**src/rtl/alu_issue_if.sv**
```systemverilog
// Decode-stage bus bundle: fetch byte handshake, register-file and (HL) memory
// reads, and the registered ALU command.
interface alu_issue_if;
    logic       op_valid;
    logic [7:0] op_byte;
    logic       op_ready;

    logic [2:0] reg_rd_idx;
    logic [7:0] reg_rd_data;
    logic [7:0] reg_a;

    logic       mem_rd_req;
    logic       mem_rd_valid;
    logic [7:0] mem_rd_data;

    logic       alu_valid;
    logic [2:0] alu_op;
    logic [2:0] alu_src;
    logic [2:0] alu_dest;
    logic [7:0] alu_src_data;
    logic [7:0] alu_dest_data;
    logic       alu_size;
    logic       alu_ext;
    logic       alu_misc;
    logic       unsupported;

    modport slave (
        input  op_valid, op_byte, reg_rd_data, reg_a, mem_rd_valid, mem_rd_data,
        output op_ready, reg_rd_idx, mem_rd_req,
        output alu_valid, alu_op, alu_src, alu_dest, alu_src_data, alu_dest_data,
        output alu_size, alu_ext, alu_misc, unsupported
    );

    modport master (
        output op_valid, op_byte, reg_rd_data, reg_a, mem_rd_valid, mem_rd_data,
        input  op_ready, reg_rd_idx, mem_rd_req,
        input  alu_valid, alu_op, alu_src, alu_dest, alu_src_data, alu_dest_data,
        input  alu_size, alu_ext, alu_misc, unsupported
    );
endinterface

```
**src/rtl/alu_issue.sv**
```systemverilog
// Decode/operand-fetch stage in front of the 8-bit ALU: tracks the CB prefix,
// gathers register/immediate/(HL) operands and issues one registered command.
//
// state      | meaning
// IDLE       | waiting for an opcode or prefix byte
// CB_WAIT    | CB prefix seen, waiting for the extension byte
// IMM_WAIT   | immediate ALU op decoded, waiting for the immediate byte
// REG_RD     | one cycle reading the register file
// MEM_WAIT   | requesting (HL) until memory data arrives
// ISSUE      | alu_valid high for one cycle
module alu_issue #(
    parameter logic [2:0] A_IDX  = 3'b111,
    parameter logic [2:0] HL_IDX = 3'b110
) (
    input logic       clk,
    input logic       rst,
    alu_issue_if.slave bus
);
    typedef enum logic [2:0] {
        S_IDLE, S_CB_WAIT, S_IMM_WAIT, S_REG_RD, S_MEM_WAIT, S_ISSUE
    } state_e;

    state_e     state_q, state_d;
    logic [2:0] op_q, op_d;
    logic [2:0] src_q, src_d;
    logic [2:0] dest_q, dest_d;
    logic [7:0] src_data_q, src_data_d;
    logic [7:0] dest_data_q, dest_data_d;
    logic       ext_q, ext_d;
    logic       misc_q, misc_d;
    logic [2:0] rd_idx_q, rd_idx_d;
    logic       unsup_q, unsup_d;
    logic [7:0] b;
    logic [7:0] opnd;

    assign b = bus.op_byte;

    always_ff @(posedge clk) begin
        if (rst) begin
            state_q     <= S_IDLE;
            op_q        <= '0;
            src_q       <= '0;
            dest_q      <= '0;
            src_data_q  <= '0;
            dest_data_q <= '0;
            ext_q       <= 1'b0;
            misc_q      <= 1'b0;
            rd_idx_q    <= '0;
            unsup_q     <= 1'b0;
        end else begin
            state_q     <= state_d;
            op_q        <= op_d;
            src_q       <= src_d;
            dest_q      <= dest_d;
            src_data_q  <= src_data_d;
            dest_data_q <= dest_data_d;
            ext_q       <= ext_d;
            misc_q      <= misc_d;
            rd_idx_q    <= rd_idx_d;
            unsup_q     <= unsup_d;
        end
    end

    always_comb begin
        state_d     = state_q;
        op_d        = op_q;
        src_d       = src_q;
        dest_d      = dest_q;
        src_data_d  = src_data_q;
        dest_data_d = dest_data_q;
        ext_d       = ext_q;
        misc_d      = misc_q;
        rd_idx_d    = rd_idx_q;
        unsup_d     = 1'b0;
        opnd        = (state_q == S_MEM_WAIT) ? bus.mem_rd_data : bus.reg_rd_data;

        case (state_q)
            S_IDLE: begin
                if (bus.op_valid) begin
                    if (b[7:6] == 2'b10) begin
                        op_d     = b[5:3];
                        src_d    = b[2:0];
                        dest_d   = A_IDX;
                        ext_d    = 1'b0;
                        misc_d   = 1'b0;
                        rd_idx_d = b[2:0];
                        state_d  = (b[2:0] == HL_IDX) ? S_MEM_WAIT : S_REG_RD;
                    end else if (b[7:6] == 2'b11 && b[2:0] == 3'b110) begin
                        op_d    = b[5:3];
                        src_d   = HL_IDX;
                        dest_d  = A_IDX;
                        ext_d   = 1'b0;
                        misc_d  = 1'b0;
                        state_d = S_IMM_WAIT;
                    end else if (b == 8'h27 || b == 8'h2F || b == 8'h37 || b == 8'h3F) begin
                        op_d        = {1'b0, b[4:3]};
                        src_d       = A_IDX;
                        dest_d      = A_IDX;
                        src_data_d  = bus.reg_a;
                        dest_data_d = bus.reg_a;
                        ext_d       = 1'b0;
                        misc_d      = 1'b1;
                        state_d     = S_ISSUE;
                    end else if (b == 8'hCB) begin
                        state_d = S_CB_WAIT;
                    end else begin
                        unsup_d = 1'b1;
                    end
                end
            end
            S_CB_WAIT: begin
                // Any byte here is a CB-table entry, including another 0xCB.
                if (bus.op_valid) begin
                    ext_d    = 1'b1;
                    dest_d   = b[2:0];
                    rd_idx_d = b[2:0];
                    if (b[7:6] == 2'b00) begin
                        misc_d = 1'b0;
                        op_d   = b[5:3];
                        src_d  = b[2:0];
                    end else begin
                        misc_d     = 1'b1;
                        op_d       = {1'b0, b[7:6]};
                        src_d      = b[5:3];
                        src_data_d = {5'b0, b[5:3]};
                    end
                    state_d = (b[2:0] == HL_IDX) ? S_MEM_WAIT : S_REG_RD;
                end
            end
            S_IMM_WAIT: begin
                if (bus.op_valid) begin
                    src_data_d  = b;
                    dest_data_d = bus.reg_a;
                    state_d     = S_ISSUE;
                end
            end
            S_REG_RD, S_MEM_WAIT: begin
                if (state_q == S_REG_RD || bus.mem_rd_valid) begin
                    if (!ext_q) begin
                        src_data_d  = opnd;
                        dest_data_d = bus.reg_a;
                    end else if (!misc_q) begin
                        src_data_d  = opnd;
                        dest_data_d = opnd;
                    end else begin
                        dest_data_d = opnd;
                    end
                    state_d = S_ISSUE;
                end
            end
            S_ISSUE: state_d = S_IDLE;
            default: state_d = S_IDLE;
        endcase
    end

    always_comb begin
        bus.op_ready      = (state_q == S_IDLE) || (state_q == S_CB_WAIT) || (state_q == S_IMM_WAIT);
        bus.mem_rd_req    = (state_q == S_MEM_WAIT);
        bus.alu_valid     = (state_q == S_ISSUE);
        bus.reg_rd_idx    = rd_idx_q;
        bus.alu_op        = op_q;
        bus.alu_src       = src_q;
        bus.alu_dest      = dest_q;
        bus.alu_src_data  = src_data_q;
        bus.alu_dest_data = dest_data_q;
        bus.alu_size      = 1'b0;
        bus.alu_ext       = ext_q;
        bus.alu_misc      = misc_q;
        bus.unsupported   = unsup_q;
    end
endmodule

```
**src/flat_wrapper.sv**
```systemverilog
// flat-port wrapper written by rule: the top's interface ports become plain ports
module alu_issue_flat 
#(
    parameter logic [2:0] A_IDX  = 3'b111,
    parameter logic [2:0] HL_IDX = 3'b110
)
  (clk, rst, bus_op_valid, bus_op_byte, bus_reg_rd_data, bus_reg_a, bus_mem_rd_valid, bus_mem_rd_data, bus_op_ready, bus_reg_rd_idx, bus_mem_rd_req, bus_alu_valid, bus_alu_op, bus_alu_src, bus_alu_dest, bus_alu_src_data, bus_alu_dest_data, bus_alu_size, bus_alu_ext, bus_alu_misc, bus_unsupported);
  alu_issue_if bus_i ();
  input logic clk;
  input logic rst;
  input wire logic [$bits(bus_i.op_valid)-1:0] bus_op_valid;
  input wire logic [$bits(bus_i.op_byte)-1:0] bus_op_byte;
  input wire logic [$bits(bus_i.reg_rd_data)-1:0] bus_reg_rd_data;
  input wire logic [$bits(bus_i.reg_a)-1:0] bus_reg_a;
  input wire logic [$bits(bus_i.mem_rd_valid)-1:0] bus_mem_rd_valid;
  input wire logic [$bits(bus_i.mem_rd_data)-1:0] bus_mem_rd_data;
  output wire logic [$bits(bus_i.op_ready)-1:0] bus_op_ready;
  output wire logic [$bits(bus_i.reg_rd_idx)-1:0] bus_reg_rd_idx;
  output wire logic [$bits(bus_i.mem_rd_req)-1:0] bus_mem_rd_req;
  output wire logic [$bits(bus_i.alu_valid)-1:0] bus_alu_valid;
  output wire logic [$bits(bus_i.alu_op)-1:0] bus_alu_op;
  output wire logic [$bits(bus_i.alu_src)-1:0] bus_alu_src;
  output wire logic [$bits(bus_i.alu_dest)-1:0] bus_alu_dest;
  output wire logic [$bits(bus_i.alu_src_data)-1:0] bus_alu_src_data;
  output wire logic [$bits(bus_i.alu_dest_data)-1:0] bus_alu_dest_data;
  output wire logic [$bits(bus_i.alu_size)-1:0] bus_alu_size;
  output wire logic [$bits(bus_i.alu_ext)-1:0] bus_alu_ext;
  output wire logic [$bits(bus_i.alu_misc)-1:0] bus_alu_misc;
  output wire logic [$bits(bus_i.unsupported)-1:0] bus_unsupported;
  assign bus_i.op_valid = bus_op_valid;
  assign bus_i.op_byte = bus_op_byte;
  assign bus_i.reg_rd_data = bus_reg_rd_data;
  assign bus_i.reg_a = bus_reg_a;
  assign bus_i.mem_rd_valid = bus_mem_rd_valid;
  assign bus_i.mem_rd_data = bus_mem_rd_data;
  assign bus_op_ready = bus_i.op_ready;
  assign bus_reg_rd_idx = bus_i.reg_rd_idx;
  assign bus_mem_rd_req = bus_i.mem_rd_req;
  assign bus_alu_valid = bus_i.alu_valid;
  assign bus_alu_op = bus_i.alu_op;
  assign bus_alu_src = bus_i.alu_src;
  assign bus_alu_dest = bus_i.alu_dest;
  assign bus_alu_src_data = bus_i.alu_src_data;
  assign bus_alu_dest_data = bus_i.alu_dest_data;
  assign bus_alu_size = bus_i.alu_size;
  assign bus_alu_ext = bus_i.alu_ext;
  assign bus_alu_misc = bus_i.alu_misc;
  assign bus_unsupported = bus_i.unsupported;
  alu_issue #(.A_IDX(A_IDX), .HL_IDX(HL_IDX)) u_core (.clk(clk), .rst(rst), .bus(bus_i));
endmodule
```
**config.mk**
```make
export PLATFORM = sky130hd
export DESIGN_NAME = alu_issue_flat
export DESIGN_NICKNAME = d
export VERILOG_FILES = /design/src/rtl/alu_issue_if.sv /design/src/rtl/alu_issue.sv /design/src/flat_wrapper.sv
export SDC_FILE = /design/constraint.sdc
export NUM_CORES = 1
export LEC_CHECK = 0
export ABC_CLOCK_PERIOD_IN_PS = 1800
export CAP_MARGIN = 30
export CORE_ASPECT_RATIO = 0.8
export CORE_MARGIN = 2
export CORE_UTILIZATION = 42
export CTS_CLUSTER_SIZE = 20
export DETAILED_ROUTE_END_ITERATION = 8
export GPL_ROUTABILITY_DRIVEN = 1
export PLACE_DENSITY = 0.78
export SLEW_MARGIN = 20
export SYNTH_ARGS = -nofsm -noshare
export SYNTH_HDL_FRONTEND = slang
export SYNTH_SLANG_ARGS = --single-unit
export TNS_END_PERCENT = 5
```
**constraint.sdc**
```tcl
create_clock -name clk -period 1.8 [get_ports clk]
set_input_delay 0.36 -clock clk [delete_from_list [all_inputs] [get_ports clk]]
set_output_delay 0.36 -clock clk [all_outputs]
set_load 0.02 [all_outputs]
```
==> run metrics, run 1 <==
status=finished with violations; violated checks=setup timing; clock sinks=34; worst setup path class=flop to flop; first-pass GRT wire length=10970 um; Pins Over Slew Limit=0; CTS tree=built; most frequent cell after synthesis=nor2_1; post-synthesis async set-or-reset flop share=0%; via/cell ratio=5.518; Worst EP required=1990 ps; H-Tree Level Count=2; layout cells sized above 1=23.02%; Placed Cells=around 430; VDD IR max=0.4368 mV; WL final=approximately 6900 um; min cycle time layout=~2000 ps; # setup viols final=13; GRT Total Usage=24.23%; Final ANT Viol Nets=0; total gr overflow=0; routed vias=2428; PD cells=604.0 nW/um2; Reg2Reg Setup Slack=-170 ps; Placement Rows=23; clk_lat worst skew=300 ps; DRC viols=0; routed length per instance=15.76 um; Non-Filler Instances=440; CTS Buffer Depth=2; fin nets=around 410; hold slack final=458.1 ps; Final period util=109.6%; footprint of the multi-input gates=~1400 um2; port bufs=69; Worst Clk Skew=4.740 ps; final-report hold violation count=0; # fillers=between 400 and 500; startpoint types=flop; synth cell count leaders=nor2_1 (42), dfxtp_1 (34), mux2i_1 (32); Num CTS Buffers=5; Post-synth EDFFs=0; Synth Register Bits=34; Yosys top cell area share=30.86%; Yosys top cell by area=dfxtp_1; Ys Warns=0; fmax=506.8 MHz; CP cell instances=or3b_4 > clkinv_4 > o2bb2ai_2 > or4b_4 > buf_12 > mux2i_1 > nor2_1; top post-synthesis cells by area=dfxtp_1 (31%), mux2i_1 (15%), nor2_1 (7.1%); Top Family by Delay on Critical Path=simple AND/OR/NAND/NOR gates; Synth-to-Final Area Change=54.91%; Mean Syn Cell Area=~8.2 um2; Netlist cell types=48; Worst EP arrival=2160 ps; Max FO, Critical Path=8; register area=~680 um2; die height=68.82 um; number of max-cap violations=0; CTS root buffer=clkbuf_8; die outline width=85.03 um; Hold Path Class=flop to flop; initial antenna violation count=0; antenna cells=0; Critical Path Sink Type=flop; slowest cell on the critical path=or4b_4; post-layout util=roughly two thirds; post-synthesis sequential area ratio=30.86%; initial core utilization=between 40% and 50%; Synthesized Nets=around 310; worst path bufs/invs=2; RSZ-0062 raised after global routing=yes; DR pass1 iterations=5; core area=5036 um2; prevailing post-synth register cell=dfxtp_1; DRT iter0 DRCs=187; hold_buf cts=0; global placer's final weighted congestion=0.9360; dpl ws=-530.0 ps; Cells after Synth=about 270; Reg clk slew, reported paths=roughly 80 ps; number of global-route vias before repair=~2300; PnR worst setup slack=-173.1 ps; Worst path max stage delay=500 ps; Die ar.=5851 um2; Detailed Place HPWL=5178 um; Ports=71; largest net degree at the start of global routing=27; Mapped Area=2206 um2; leakage=0.001355 uW
cell type report:
| class | count | area share (%) |
|---|---|---|
| clock buffers | 5 | 2.014 |
| clock inverters | 3 | 0.6225 |
| inverters | 11 | 1.355 |
| well taps | 62 | 2.270 |
| repair buffers | 122 | 32.22 |
| flip-flops and latches | 34 | 19.96 |
| multi-input cells | 203 | 41.56 |
per-stage QoR:
step,area (um2),total power (uW),TNS (ps)
3_3_place_gp,3284,1472,-11510
5_1_grt,3417,2182,-2688
2_1_floorplan,2226,1170,-1509
4_1_cts,3371,2057,-1084
3_5_place_dp,3284,1484,-12750
6_report,3417,2064,-1551
metal layers:
| metal | vias to the layer above | wire length, um | track usage (%) |
|---|---|---|---|
| met5 | - | 0 | 0 |
| met4 | 0 | 128 | 10.71 |
| met3 | 14 | 480 | 5.238 |
| met2 | 94 | 3256 | 37.89 |
| met1 | 1127 | 3069 | 32.49 |
| li1 | 1193 | - | - |
where the power goes:
group / switching (uW) / leakage (uW) / total (uW) / internal (uW)
registers: 26.5 / 0.000277 / 824 / 797
clock network: 306 / 0.0000441 / 577 / 271
logic: 319 / 0.00103 / 663 / 344
total: 651 / 0.00136 / 2060 / 1410
registers in the layout, summed over array words and instances, names as in the netlist:
name,cells
u_core.bus.alu_src,3
u_core.bus.alu_dest_data,8
u_core.bus.alu_op,3
u_core.bus.unsupported,1
u_core.bus.alu_dest,3
u_core.bus.alu_src_data,8
u_core.bus.alu_ext,1
u_core.state_q,3
u_core.bus.alu_misc,1
u_core.bus.reg_rd_idx,3
worst reg2reg max path: cells and delay by family (launching register included):
kind                   cells  cell delay, ps
and+or+nand+nor            3             980
buffers and inverters      2             260
DFF                        1             330
AOI/OAI and AO/OA          1             130
muxes                      1             170
logic make-up after synthesis:
group / Yosys count / synth area share (%)
compound gates: 67 / 22.74
xor+xnor: 2 / 0.7942
flops: 34 / 30.86
other cells: 1 / 0.1700
buf+inv: 32 / 6.409
simple gates: 88 / 17.87
mux: 45 / 21.16
layout by cell type (no fill, tap or decap), drive strengths merged, types with 2 or more instances in the layout:
| cell type | n |
|---|---|
| nor3 | 2 |
| clkinv | 3 |
| mux2i | 32 |
| a211oi | 2 |
| a2bb2oi | 4 |
| mux2 | 13 |
| o221ai | 5 |
| clkdlybuf4s50 | 59 |
| nor4 | 2 |
| a22oi | 4 |
| nor2 | 42 |
| a311oi | 5 |
| o21ai | 10 |
| inv | 10 |
| clkbuf | 6 |
| a221o | 5 |
| dlygate4sd2 | 9 |
| a21oi | 13 |
| o32a | 2 |
| dfxtp | 34 |
| and2 | 2 |
| o211ai | 3 |
| o22ai | 5 |
| buf | 53 |
| a21boi | 2 |
| nand2 | 28 |
| nand3b | 2 |
| o21a | 2 |
path summary, 6_finish.rpt:
| path | from | to | depth (start not counted) |
|---|---|---|---|
| setup reg to reg | u_core.state_q[0] | u_core.bus.alu_src_data[3] | 7 |
| hold / removal | u_core.bus.alu_src[1] | u_core.bus.alu_src[1] | 2 |
| hold reg to reg | u_core.bus.alu_src[1] | u_core.bus.alu_src[1] | 2 |
| setup / recovery | u_core.state_q[0] | u_core.bus.alu_src_data[3] | 7 |
repair_timing:
action / 4_1_cts / 5_1_grt
resized for setup: 13 / 10
cloned: 0 / 0
buffers inserted: 0 / 1
setup endpoints to repair: 30 / 29
pin swaps: 3 / 0
hold endpoints to repair: 0 / 0
No activity file was read; power rests on OpenSTA's default activity.
==> run 2, diff against run 1 <==
--- a/config.mk
+++ b/config.mk
@@ -5,15 +5,16 @@
 export SDC_FILE = /design/constraint.sdc
 export NUM_CORES = 1
 export LEC_CHECK = 0
-export ABC_CLOCK_PERIOD_IN_PS = 1800
+export ABC_CLOCK_PERIOD_IN_PS = 1900
 export CAP_MARGIN = 30
 export CORE_ASPECT_RATIO = 0.8
 export CORE_MARGIN = 2
-export CORE_UTILIZATION = 42
+export CORE_UTILIZATION = 46
 export CTS_CLUSTER_SIZE = 20
 export DETAILED_ROUTE_END_ITERATION = 8
 export GPL_ROUTABILITY_DRIVEN = 1
-export PLACE_DENSITY = 0.78
+export PLACE_DENSITY = 0.81
+export SETUP_SLACK_MARGIN = 0.02
 export SLEW_MARGIN = 20
 export SYNTH_ARGS = -nofsm -noshare
 export SYNTH_HDL_FRONTEND = slang
==> constraint.sdc (replaced) <==
create_clock -name clk -period 1.9 [get_ports clk]
set_input_delay 0.38 -clock clk [delete_from_list [all_inputs] [get_ports clk]]
set_output_delay 0.38 -clock clk [all_outputs]
set_load 0.02 [all_outputs]
==> run 2 against run 1 <==
Net effect: the run still ends with setup timing left; worst hold slack improved by 17 ps; routed wire length rose by 3.9%; sequential share of layout area is 0.27 points higher; utilization up 5.6 points; worst setup slack gained 110 ps; count of clock-buffer cells in the layout increased by 1; combinational power decreased by 5.7%; critical endpoint is now u_core.bus.alu_src_data[2].
==> run metrics, run 2 (same netlist as run 1, synthesis figures left out) <==
Hold Path Class=flop to flop; startpoint types=flop; first-pass GRT wire length=10970 um; Combinational Power Share=31.5%; most frequent cells in the layout=clkdlybuf4s50_1 (59), nor2_1 (42), buf_4 (40); die outline width=81.42 um; worst setup path class=flop to flop; routed vias=2498; Worst EP required=approximately 2100 ps; clock power share=29.1%; # setup viols final=8; DR pass1 iterations=5; Non-Filler Instances=430; VDD IR max=0.4708 mV; RSZ-0062 raised after global routing=yes; initial antenna violation count=0; total gr overflow=0; routed length per instance=16.75 um; PnR worst setup slack=-60.51 ps; global placer's final weighted congestion=0.9450; Critical Path Sink Type=flop; Detailed Place HPWL=5069 um; Pins Over Slew Limit=0; Final ANT Viol Nets=0; footprint of the multi-input gates=around 1400 um2; violated checks=setup timing; Int Pwr=1364 uW; largest net degree at the start of global routing=27; Worst EP arrival=2140 ps; DRT iter0 DRCs=245; CTS root buffer=clkbuf_8; status=finished with violations; Final period util=103.2%; Sequential Power Share=slightly below 40%; H-Tree Level Count=2; CTS tree=built; Placement Rows=22; Final Cell Area=3378 um2; cell area after placement=3207 um2; total power=between 1500 and 2000 uW; number of global-route vias before repair=2313; via/cell ratio=about 5.8; dpl ws=-440.9 ps; Reg clk slew, reported paths=about 80 ps; leakage=between 0.001 and 0.0015 uW; Synth-to-Final Area Change=53.15%; fin nets=405; Worst Clk Skew=8.554 ps; Num CTS Buffers=5; initial core utilization=47.99%; min cycle time layout=1961 ps; DRC viols=0; WL final=7204 um; Max FO, Critical Path=8; clock sinks=34; Die ar.=5369 um2; Placed Cells=approximately 420; Sw Share=a little under a third; die height=65.94 um; sw power=619.5 uW; GRT Total Usage=26.60%; hold_buf cts=0; antenna cells=0; fmax=510.1 MHz; CTS Buffer Depth=2; PD cells=587.2 nW/um2; register area=683.2 um2; post-layout util=73.49%; number of max-cap violations=0; # fillers=346; Ports=71; core area=4597 um2; clk_lat worst skew=300 ps; commonest non-fill, non-tap cell in the layout=clkdlybuf4s50_1; layout cells sized above 1=roughly 22%; port bufs=69; final-report hold violation count=0
[run 2: cell types whose count changed in the layout (fill, tap and decap cells not counted), moves of 2 or more]
cell / change
clkinv_4: -2
dlygate4sd2_1: -2
mux2i_2: +2
buf_4: -10
[run 2: power by group through the flow]
stage | sequential [uW] | clock [uW] | combinational (uW)
after detailed placement | 795 | 0 | 596
final | 781 | 578 | 625
after floorplan | 839 | 0 | 269
after CTS | 779 | 576 | 600
after global placement | 793 | 0 | 592
after global routing | 784 | 620 | 667
[run 2: path summary, 6_finish.rpt]
check,startpoint,endpoint,slack (ps),cells past startpoint
hold reg to reg,u_core.bus.alu_src[2],u_core.bus.alu_src[2],480,2
setup reg to reg,u_core.state_q[0],u_core.bus.alu_src_data[2],-60,7
hold / removal,u_core.bus.alu_src[2],u_core.bus.alu_src[2],480,2
setup / recovery,u_core.state_q[0],u_core.bus.alu_src_data[2],-60,7
[run 2: final cells by class]
type,instances,share of cell area (%)
clock inverters,2,0.3704
multi-input cells,203,42.00
flip-flops and latches,34,20.22
inverters,11,1.444
repair buffers,114,31.30
clock buffers,6,2.444
well taps,60,2.222
[run 2: per-stage QoR]
stage	TNS [ps]	hold slack, ps
after floorplan	-125.6	528.3
after global placement	-8278	442.4
after detailed placement	-9318	465.6
after CTS	-21.89	476.6
after global routing	-1263	495.3
final	-175.6	475.6
[run 2: metal layers]
layer  track usage, %  routed length, um
met1            36.79               3121
met2            40.47               3316
met3            6.011                625
met4            9.110                140
met5                0                  0
[run 2: worst max-delay path: stages, from the launching register on]
cell and delay (ps):
dfxtp_2 340, or3b_4 430, inv_8 80, o2bb2ai_4 100, or4b_4 490, buf_12 170, mux2i_2 160, nor2_1 60
[run 2: repair_timing]
item / in CTS / in global routing
setup endpoints to repair: 24 / 26
buffers inserted: 0 / 3
pin swaps: 2 / 3
gates resized for setup: 11 / 17
hold endpoints to repair: 0 / 0
==> run 3, diff against run 2 <==
--- a/config.mk
+++ b/config.mk
@@ -15,7 +15,6 @@
 export GPL_ROUTABILITY_DRIVEN = 1
 export PLACE_DENSITY = 0.81
 export SETUP_SLACK_MARGIN = 0.02
-export SLEW_MARGIN = 20
 export SYNTH_ARGS = -nofsm -noshare
 export SYNTH_HDL_FRONTEND = slang
 export SYNTH_SLANG_ARGS = --single-unit
==> results of run 3 <==
The final DEF is identical to that of run 2; final timing and power are the same.
